`src/rtl/window_initiator.sv`:
```
// Reaction-window initiator: arms the window timer, scores the button press, keeps a hit tally.
// Optional button debounce via `define WINDOW_INITIATOR_DEBOUNCE_EN.
module window_initiator #(
    parameter int unsigned ACK_TIMEOUT     = 8,
    parameter int unsigned MAX_MS          = 1023,
    parameter int unsigned DEBOUNCE_CYCLES = 3
) (
    input  logic       clock,
    input  logic       reset,
    input  logic       on,
    input  logic       start,
    input  logic       button,
    input  logic       score_clear,
    input  logic       win_status,
    output logic       arm,
    output logic       win_clear,
    output logic       busy,
    output logic       done,
    output logic       hit,
    output logic       miss,
    output logic       err,
    output logic [9:0] react_ms,
    output logic [7:0] hit_count
);
    localparam int unsigned WAIT_W = $clog2(ACK_TIMEOUT + 1);

    typedef enum logic [2:0] {IDLE, ARM, WAIT_OPEN, OPEN, RESULT} state_t;

    state_t            state;
    logic              button_q;
    logic              button_q_prev;
    logic              btn_armed;
    logic              press;
    logic [WAIT_W-1:0] wait_cnt;
    logic [9:0]        react_cnt;
    logic              arm_r;
    logic              win_clear_r;
    logic              done_r;

    // Pulses are suppressed while the block is disabled; the registers simply hold.
    assign arm       = arm_r & on;
    assign win_clear = win_clear_r & on;
    assign done      = done_r & on;
    assign busy      = (state != IDLE);
    assign press     = button_q & ~button_q_prev & btn_armed;

`ifdef WINDOW_INITIATOR_DEBOUNCE_EN
    localparam int unsigned DB_W = $clog2(DEBOUNCE_CYCLES + 1);
    logic [DB_W-1:0] db_cnt;

    // button_q follows the raw button only after it has been stable at a new value.
    always_ff @(posedge clock or negedge reset) begin
        if (!reset) begin
            button_q      <= 1'b0;
            button_q_prev <= 1'b0;
            db_cnt        <= '0;
        end else if (on) begin
            button_q_prev <= button_q;
            if (button == button_q) begin
                db_cnt <= '0;
            end else if (db_cnt == DB_W'(DEBOUNCE_CYCLES)) begin
                button_q <= button;
                db_cnt   <= '0;
            end else begin
                db_cnt <= db_cnt + DB_W'(1);
            end
        end
    end
`else
    logic unused_db;
    assign unused_db = (DEBOUNCE_CYCLES == 0);

    always_ff @(posedge clock or negedge reset) begin
        if (!reset) begin
            button_q      <= 1'b0;
            button_q_prev <= 1'b0;
        end else if (on) begin
            button_q      <= button;
            button_q_prev <= button_q;
        end
    end
`endif

    // Round sequencing, result capture and hit tally.
    always_ff @(posedge clock or negedge reset) begin
        if (!reset) begin
            state       <= IDLE;
            arm_r       <= 1'b0;
            win_clear_r <= 1'b0;
            done_r      <= 1'b0;
            hit         <= 1'b0;
            miss        <= 1'b0;
            err         <= 1'b0;
            react_ms    <= '0;
            hit_count   <= '0;
            btn_armed   <= 1'b0;
            wait_cnt    <= '0;
            react_cnt   <= '0;
        end else if (on) begin
            arm_r       <= 1'b0;
            win_clear_r <= 1'b0;
            done_r      <= 1'b0;
            case (state)
                IDLE: begin
                    if (start) begin
                        state <= ARM;
                        arm_r <= 1'b1;
                    end
                end
                ARM: begin
                    wait_cnt  <= '0;
                    react_cnt <= '0;
                    btn_armed <= ~button_q;
                    state     <= WAIT_OPEN;
                end
                WAIT_OPEN: begin
                    if (win_status) begin
                        state <= OPEN;
                    end else if (wait_cnt == WAIT_W'(ACK_TIMEOUT - 1)) begin
                        state    <= RESULT;
                        done_r   <= 1'b1;
                        err      <= 1'b1;
                        hit      <= 1'b0;
                        miss     <= 1'b0;
                        react_ms <= '0;
                    end else begin
                        wait_cnt <= wait_cnt + WAIT_W'(1);
                    end
                end
                OPEN: begin
                    if (react_cnt != 10'(MAX_MS)) begin
                        react_cnt <= react_cnt + 10'd1;
                    end
                    if (!btn_armed && !button_q) begin
                        btn_armed <= 1'b1;
                    end
                    // Window closing outranks a simultaneous press.
                    if (!win_status) begin
                        state    <= RESULT;
                        done_r   <= 1'b1;
                        miss     <= 1'b1;
                        hit      <= 1'b0;
                        err      <= 1'b0;
                        react_ms <= '0;
                    end else if (press) begin
                        state       <= RESULT;
                        done_r      <= 1'b1;
                        win_clear_r <= 1'b1;
                        hit         <= 1'b1;
                        miss        <= 1'b0;
                        err         <= 1'b0;
                        react_ms    <= react_cnt;
                        if (hit_count != 8'hFF) begin
                            hit_count <= hit_count + 8'd1;
                        end
                    end
                end
                RESULT: state <= IDLE;
                default: state <= IDLE;
            endcase
            if (score_clear) begin
                hit_count <= '0;
            end
        end
    end
endmodule

```
`config.mk`:
```
export PLATFORM = sky130hd
export DESIGN_NAME = window_initiator
export DESIGN_NICKNAME = d
export VERILOG_FILES = /design/src/rtl/window_initiator.sv
export SDC_FILE = /design/constraint.sdc
export NUM_CORES = 1
export LEC_CHECK = 0
export ABC_AREA = 1
export CAP_MARGIN = 15
export CORE_MARGIN = 4
export CORE_UTILIZATION = 54
export DETAILED_ROUTE_END_ITERATION = 12
export HOLD_SLACK_MARGIN = 0.08
export PLACE_DENSITY_LB_ADDON = 0.05
export SLEW_MARGIN = 20
export SYNTH_ARGS = -nofsm -noshare
export SYNTH_HDL_FRONTEND = slang
export SYNTH_SLANG_ARGS = --single-unit
```
`constraint.sdc`:
```
create_clock -name clock -period 1.45 [get_ports clock]
set_input_delay 0.29 -clock clock [delete_from_list [all_inputs] [get_ports clock]]
set_output_delay 0.29 -clock clock [all_outputs]
set_load 0.03 [all_outputs]
```
== After elaboration in Yosys (flattened, before gate mapping) ==
Cells that the tools add are included.
Storage, ports and cells
  flip-flop bits (word level): 44
  bits of input ports: 7
  word-level logic and storage cells: 100
Operators by class
  add/subtract/negate cells: 3
  equality and inequality tests: 14
  mux-type cells: 44
  bitwise logic cells: 7
  reduce and logical (&&, ||, !) cells: 18
Operators with widths (number)
  10-bit two-way mux: 5
  8-bit two-way mux: 5
  10-bit one-hot mux with 2 select lines: 2
  1-bit two-way mux: 18
  3-bit two-way mux: 5
  2-bit nonzero test: 7
  2-bit inequality test (second input constant): 6
  3-bit one-hot mux with 4 select lines: 1
  10-bit by 1-bit adder with 10-bit output (second input constant): 1
  10-bit inequality test (second input constant): 1
  1-bit one-hot mux with 2 select lines: 5
  5-bit AND reduction: 2
  8-bit by 1-bit adder with 8-bit output (second input constant): 1
  4-bit two-way mux: 2
  8-bit inequality test (second input constant): 1
  4-bit one-hot mux with 2 select lines: 1
  4-bit AND reduction: 2
  3-bit by 2-bit == test with 1-bit output (second input constant): 2
  3-bit inequality test (second input constant): 2
  3-bit AND reduction: 2
  1-bit AND: 5
  4-bit by 1-bit adder with 4-bit output (second input constant): 1
  4-bit by 3-bit == test with 1-bit output (second input constant): 1
  3-bit by 1-bit == test with 1-bit output (second input constant): 1
  other kinds (5): 7

== Depth between registers and ports, before layout ==
  depth after elaboration: 7
  depth in mapped cells: 10
  depth with buffers taken out: 10

== Least setup slack after synthesis ==
OpenSTA, ideal clock, no wires.
  kind: register to register
  start point: register hit_count[0]
  end point: register hit_count[0]
  arrival time: 1.378 ns
  required time: 1.324 ns
  path slack: -0.055 ns
  stages on the path, launching flop included: 9
  cells stage by stage: dfrtp_1 ha_1 nand2_1 inv_1 nand3_1 nand3_4 nand2_2 nand2_1 o21ai_0
Between the ends
  longest elaborated chain between the ends: 6
RTL lines
  start, declared: line 23  | output logic [7:0] hit_count
  start signal, assigned: line 154  | hit_count <= hit_count + 8'd1;
  8-bit by 1-bit adder with 8-bit output: line 154
  8-bit two-way mux: line 153  | if (hit_count != 8'hFF) begin
  8-bit two-way mux: line 145  | end else if (press) begin
  8-bit two-way mux: line 138  | if (!win_status) begin
  8-bit two-way mux: line 103  | case (state)
  8-bit two-way mux: line 161  | if (score_clear) begin
Parallel ways exist; a longest one is shown, timed or not. The select of a mux whose other input is x is not followed.
A chain may end at the register's enable or synchronous reset.

== Worst setup path after layout ==
  start point: register state[0]
  end point: output port busy
Between the ends
  longest elaborated chain between the ends: 1
RTL lines
  start, declared: line 29  | state_t state;
  start signal, assigned: line 87  | state <= IDLE;
  start signal, assigned: line 106  | state <= ARM;
  start signal, assigned: line 114  | state <= WAIT_OPEN;
  3-bit nonzero test: line 44  | assign busy = (state != IDLE);
  end, declared: line 17  | output logic busy,
No other way between the ends.

==> impl_metrics.ini <==
[clock_tree]
cts_made_buffers = 5
clk_pin_slew_ns = 0.08
cts_tree = done
htree_levels = 2
clk-insertion-delay-late_ns = 0.30
numClockSinks = 44
clk_path_buf_depth = 2
clock_tree.root_cell = clkbuf_8

[critical_path]
end_kind = primary output
critical_path_class = flop to primary output
crit_fanout = 5
cp.required_ns = 1.16
worst_setup_path_start_kind = flop
worstPathCellList = nor2_2 -> nand2_2 -> buf_4
rrSetupSlack_ns = 0.06
startpoint = state[0]
rr_worst_depth = 8
r2r-end = state[1]
reg2reg_from = state[0]
worstPathArrival_ns = 1.14
max_stage_delay_ns = 0.45
slowest_stage = dfrtp_2

[place]
dpl_worst_slack_ns = -0.196
place_area_sq_mm = 0.00284
gp_routability_congestion = 0.879
hpwlAfterDp_um = 3620
io_buffers = 31

[sta]
slew_viol_final = 0
rsz0062_at_grt = yes
clock_skew_ns = 0.00459
max_freq_ghz = 0.701
relSlewSlack_pct = 78.8
worst_slew_pin_slew_ns = 0.320
hold_viol = 0
min_period_ns = 1.43
hold_ws_ns = 0.474
worst_slack_ns = 0.0225
setup_viol = 0
fin_crit_sh_pct = 98.5
fin_setup_tns_ns = 0

[run_status]
status = complete, no violations

[final_layout]
area_growth_syn_to_layout_pct = 33.3
fillCellCount = 310
layout-drive-gt1-share_pct = 24.7
fin_nets = 381
design_area_sq_mm = 0.00309
insertedDiodeCount = 0

[routing]
drc = 0
wire_per_inst_um = 12.3
viasPerCell = 5.06
num_vias = 2135
wl_um = 5180
first_pass_iters = 4
ant_nets = 0
drt_iter0_markers = 103

[yosys]
syn_nets = 313
ys_ff_latch = 44
yosysTopAreaCellShare_pct = 47.5
post-synth-top-area-cell = dfrtp_1
netlist_area_sq_mm = 0.00232
syn_area_per_cell_sq_um = 7.65
synthTopCellsByArea = dfrtp_1 (48%), nand2_1 (16%), nand3_1 (6.5%)
synth_cell_types = 27
yosys_warnings = 0
synthCells = 303
synth-seq-area-share_pct = 47.5

[global_routing]
grt_max_degree = 45
grt_pass1_wl_um = 8740
track_usage_pct = 20.9
grt_overflow = 0
grt_pass1_vias = 1970
antenna_found_initial = 0

[min_path]
min_path_cells = 2
hp-class = flop to flop
min_to = hit
hold_path.startpoint = hit

[die]
die_area_sq_mm = 0.00540
fp.dieW_um = 73.5
start_util_pct = 56.7
num_rows = 23
ios = 32
dieHeight_um = 73.5
coreArea_sq_mm = 0.00409

[run]
drv_cap = 0

[pwr]
p_leak_nw = 1.61
powerDensity_mw_per_mm2 = 1300
ir_drop_uv = 1040
## registers in the layout, summed over array words and instances (netlist names), 3 cells and up
| name | flops |
|---|---|
| hit_count | 8 |
| react_ms | 10 |
| wait_cnt | 4 |
| state | 3 |
| react_cnt | 10 |
## worst max-delay path by stage
stage                    to  slack, ns  depth (start not counted)
6_report               busy       0.02                          3
3_5_place_dp   hit_count[6]      -0.20                          6
3_3_place_gp   hit_count[6]      -0.14                          6
5_1_grt        react_cnt[2]      -0.05                          8
4_1_cts                busy      0.005                          3
2_1_floorplan  hit_count[0]       0.05                          8
## layer usage
layer | routed length, um | vias up | GRT usage (%)
met5 | 0 | - | 0
met4 | 86 | 0 | 6.64
met3 | 254 | 8 | 5.47
met2 | 2360 | 47 | 32.6
met1 | 2470 | 984 | 28.4
li1 | - | 1096 | -
## cells in the mapped netlist (all sizes together)
master,number
nand2,103
dfrtp,44
inv,40
nand3,32
nor2,30
o21ai,30
a21oi,5
nand4,4
buf,3
ha,3
xor2,3
a21boi,1
clkbuf,1
nand3b,1
nor3,1
o21bai,1
or2,1
## cell type report
type | count | area (sq um) | share of cell area (%)
clock buffer | 7 | 86.3 | 2.79
clock inverter | 1 | 7.51 | 0.243
inverter | 40 | 153 | 4.94
multi-input combinational | 215 | 1120 | 36.4
sequential | 44 | 1110 | 35.8
tap | 50 | 62.6 | 2.03
timing repair buffer | 65 | 551 | 17.8
## cell families (layout without fill, tap and decap cells)
group / count (synthesis) / after routing / synth area share (%)
AND/OR/NAND/NOR: 172 / 172 / 32.0
flip-flops: 44 / 44 / 47.5
buffers and inverters: 44 / 113 / 7.78
AO/OA/AOI/OAI: 37 / 37 / 9.99
adder cells (fa/ha/maj): 3 / 3 / 1.62
XOR/XNOR: 3 / 3 / 1.13
## per-stage QoR
step                      utilization [%]  power [mW]  std cells
after detailed placement             69.5        3.13        404
after CTS                            72.0        3.87        415
final                                75.6        4.02        422
after global placement               69.5        3.11        404
after global routing                 75.6        4.29        422
after floorplan                         -        2.55        303
## cell usage in the layout (no fill, tap or decap), types with 2 or more instances in the layout
cell type	instances
ha_2	2
o21ai_0	20
xor2_1	3
nand2_1	95
o21ai_2	9
inv_2	5
nand3_1	28
nand2_4	2
dfrtp_1	40
inv_1	34
dlygate4sd2_1	20
nor2_1	20
nor2_4	6
clkbuf_8	6
a21oi_1	3
dfrtp_2	4
nand3_2	3
nor2_2	4
nand2_2	6
clkdlybuf4s50_1	4
buf_6	4
buf_4	32
nand4_1	4
## where the power goes
group / leakage, nW / switching (mW) / internal (mW)
logic: 0.983 / 0.997 / 0.572
clock network: 0.0445 / 0.431 / 0.388
registers: 0.587 / 0.163 / 1.47
## critical path, delay by kind of cell (launching register included)
family / cells / cell delay, ns
simple gates: 2 / 0.21
flops: 1 / 0.45
buf+inv: 1 / 0.17
## repair_timing
action | 4_1_cts | 5_1_grt
buffers inserted | 2 | 7
endpoints found under the hold margin | 44 | 0
setup endpoints to repair | 25 | 42
resized for setup | 26 | 36
pin swaps | 1 | 8
hold buffers | 1 | 0
Power figures use the tool's default switching activity.
==> variant (same flow settings) <==
Register the outputs `arm`, `win_clear`, `busy` and `done`, with the module's reset; this adds one clock of latency there. The other outputs are not delayed to match.
--- a/src/rtl/window_initiator.sv
+++ b/src/rtl/window_initiator.sv
@@ -38,10 +38,19 @@
     logic              done_r;
 
     // Pulses are suppressed while the block is disabled; the registers simply hold.
-    assign arm       = arm_r & on;
-    assign win_clear = win_clear_r & on;
-    assign done      = done_r & on;
-    assign busy      = (state != IDLE);
+    always_ff @(posedge clock or negedge reset) begin
+        if (!reset) begin
+            arm       <= '0;
+            win_clear <= '0;
+            busy      <= '0;
+            done      <= '0;
+        end else begin
+            arm       <= arm_r & on;
+            win_clear <= win_clear_r & on;
+            busy      <= (state != IDLE);
+            done      <= done_r & on;
+        end
+    end
     assign press     = button_q & ~button_q_prev & btn_armed;
 
 `ifdef WINDOW_INITIATOR_DEBOUNCE_EN
Function: changed (a bounded check fails within 4 cycles, from zero or initial values and one cycle with reset low).
==> variant against the original RTL <==
- the flow now finishes with violations (setup timing)
- design area is 7.5% higher
- sequential cell count is 4 higher
- final cell count is 1.4% higher
- clock power is 21% higher
- sequential share of layout area is 0.53 points higher
- routed wire length is 8.6% higher
- area after synthesis is 5.0% higher
- total power is 15% higher
- setup slack worse by 0.068 ns
- largest power group is now combinational logic
==> variant: results (changes against the original RTL) <==
| Metric | Value |
|---|---|
| Status | `complete, but fails checks (was completed)` |
| Failing checks | `setup timing` |
| Power Total | `0.004604 W (was 0.004017 W)` |
| Worst R2R Path Depth | `7 (was 8)` |
| Placer Congestion | `0.8897 (was 0.8787)` |
| Non-clk buf share | `18.28% (was 17.82%)` |
| Reg2reg setup slack | `-0.05 ns (was 0.06 ns)` |
| LEAKAGE | `1.673 nW (was 1.615 nW)` |
| PostCTS Resize Cnt | `24 (was 26)` |
| Wirelength per Cell | `13.14 um (was 12.27 um)` |
| Filler instances | `311 (was 310)` |
| First-pass GRT wire length | `8535 um (was 8735 um)` |
| Met3 wire len | `353 um (was 254 um)` |
| Final WS setup | `-0.04579 ns (was 0.02247 ns)` |
| Post-DP HPWL | `3620 um (was 3625 um)` |
| Worst Hold Class | `in -> async (was reg -> reg)` |
| Setup WS pre-CTS | `-0.2994 ns (was -0.1955 ns)` |
| Setup tns final | `-0.2426 ns (was 0 ns)` |
| Post-CTS Setup Inserts | `0 (was 2)` |
| Clk cell area share | `3.505% (was 3.038%)` |
| Post-synthesis sequential area ratio | `49.36% (was 47.52%)` |
| Critical-path top delay cell | `dfrtp_1 (was dfrtp_2)` |
| Layout cells sized above 1 | `26.86% (was 24.73%)` |
| Most frequent cells after synthesis | `nand2_1 (78), dfrtp_1 (48), inv_1 (39) (was nand2_1 (100), dfrtp_1 (44), inv_1 (38))` |
| Synthesized flop and latch total | `48 (was 44)` |
| Synth unique cells | `31 (was 27)` |
| Post-Syn Nets | `309 (was 313)` |
| Worst r2r dst | `react_ms[0] (was state[1])` |
| Final non-filler cell area | `0.003319 mm^2 (was 0.003089 mm^2)` |
| Cells after Synth | `299 (was 303)` |
| Final setup viols | `12 (was 0)` |
| Hold WS | `0.4509 ns (was 0.4742 ns)` |
| Vias | `2229 (was 2135)` |
| Metal1 wirelength | `2566 um (was 2474 um)` |
| Multi-input gate area | `0.001167 mm^2 (was 0.001124 mm^2)` |
| #MultiIn Comb | `207 (was 215)` |
| Worst Skew | `0.006234 ns (was 0.004586 ns)` |
| Core ar. | `0.004354 mm^2 (was 0.004086 mm^2)` |
| Post-Synth XOR/XNOR Area | `1.799% (was 1.134%)` |
| Sequential share of power | `38.5% (was 40.5%)` |
==> variant: cell count changes after synthesis, sizes merged, moves of 2 or more <==
cell   before  now
nand3      32   35
nand4       4    6
dfrtp      44   48
nand2     103   88
nor2       30   25
o21ai      30   33
==> variant: worst max-delay path by stage <==
| stage | start | endpoint | slack, ns | cells past startpoint |
|---|---|---|---|---|
| 5_1_grt | wait_cnt[0] | react_ms[0] | -0.14 | 7 |
| 2_1_floorplan | hit_count[1] | hit_count[0] | 0.008 | 8 |
| 6_report | wait_cnt[0] | react_ms[0] | -0.05 | 7 |
| 3_3_place_gp | on | react_ms[7] | -0.25 | 6 |
| 3_5_place_dp | on | react_ms[7] | -0.30 | 6 |
| 4_1_cts | state[0] | react_ms[0] | 0.01 | 6 |
==> variant: layer usage <==
metal	up-vias	track usage, %
li1	1117	-
met1	1044	27.61
met2	59	31.04
met3	9	4.406
met4	0	5.243
met5	-	0
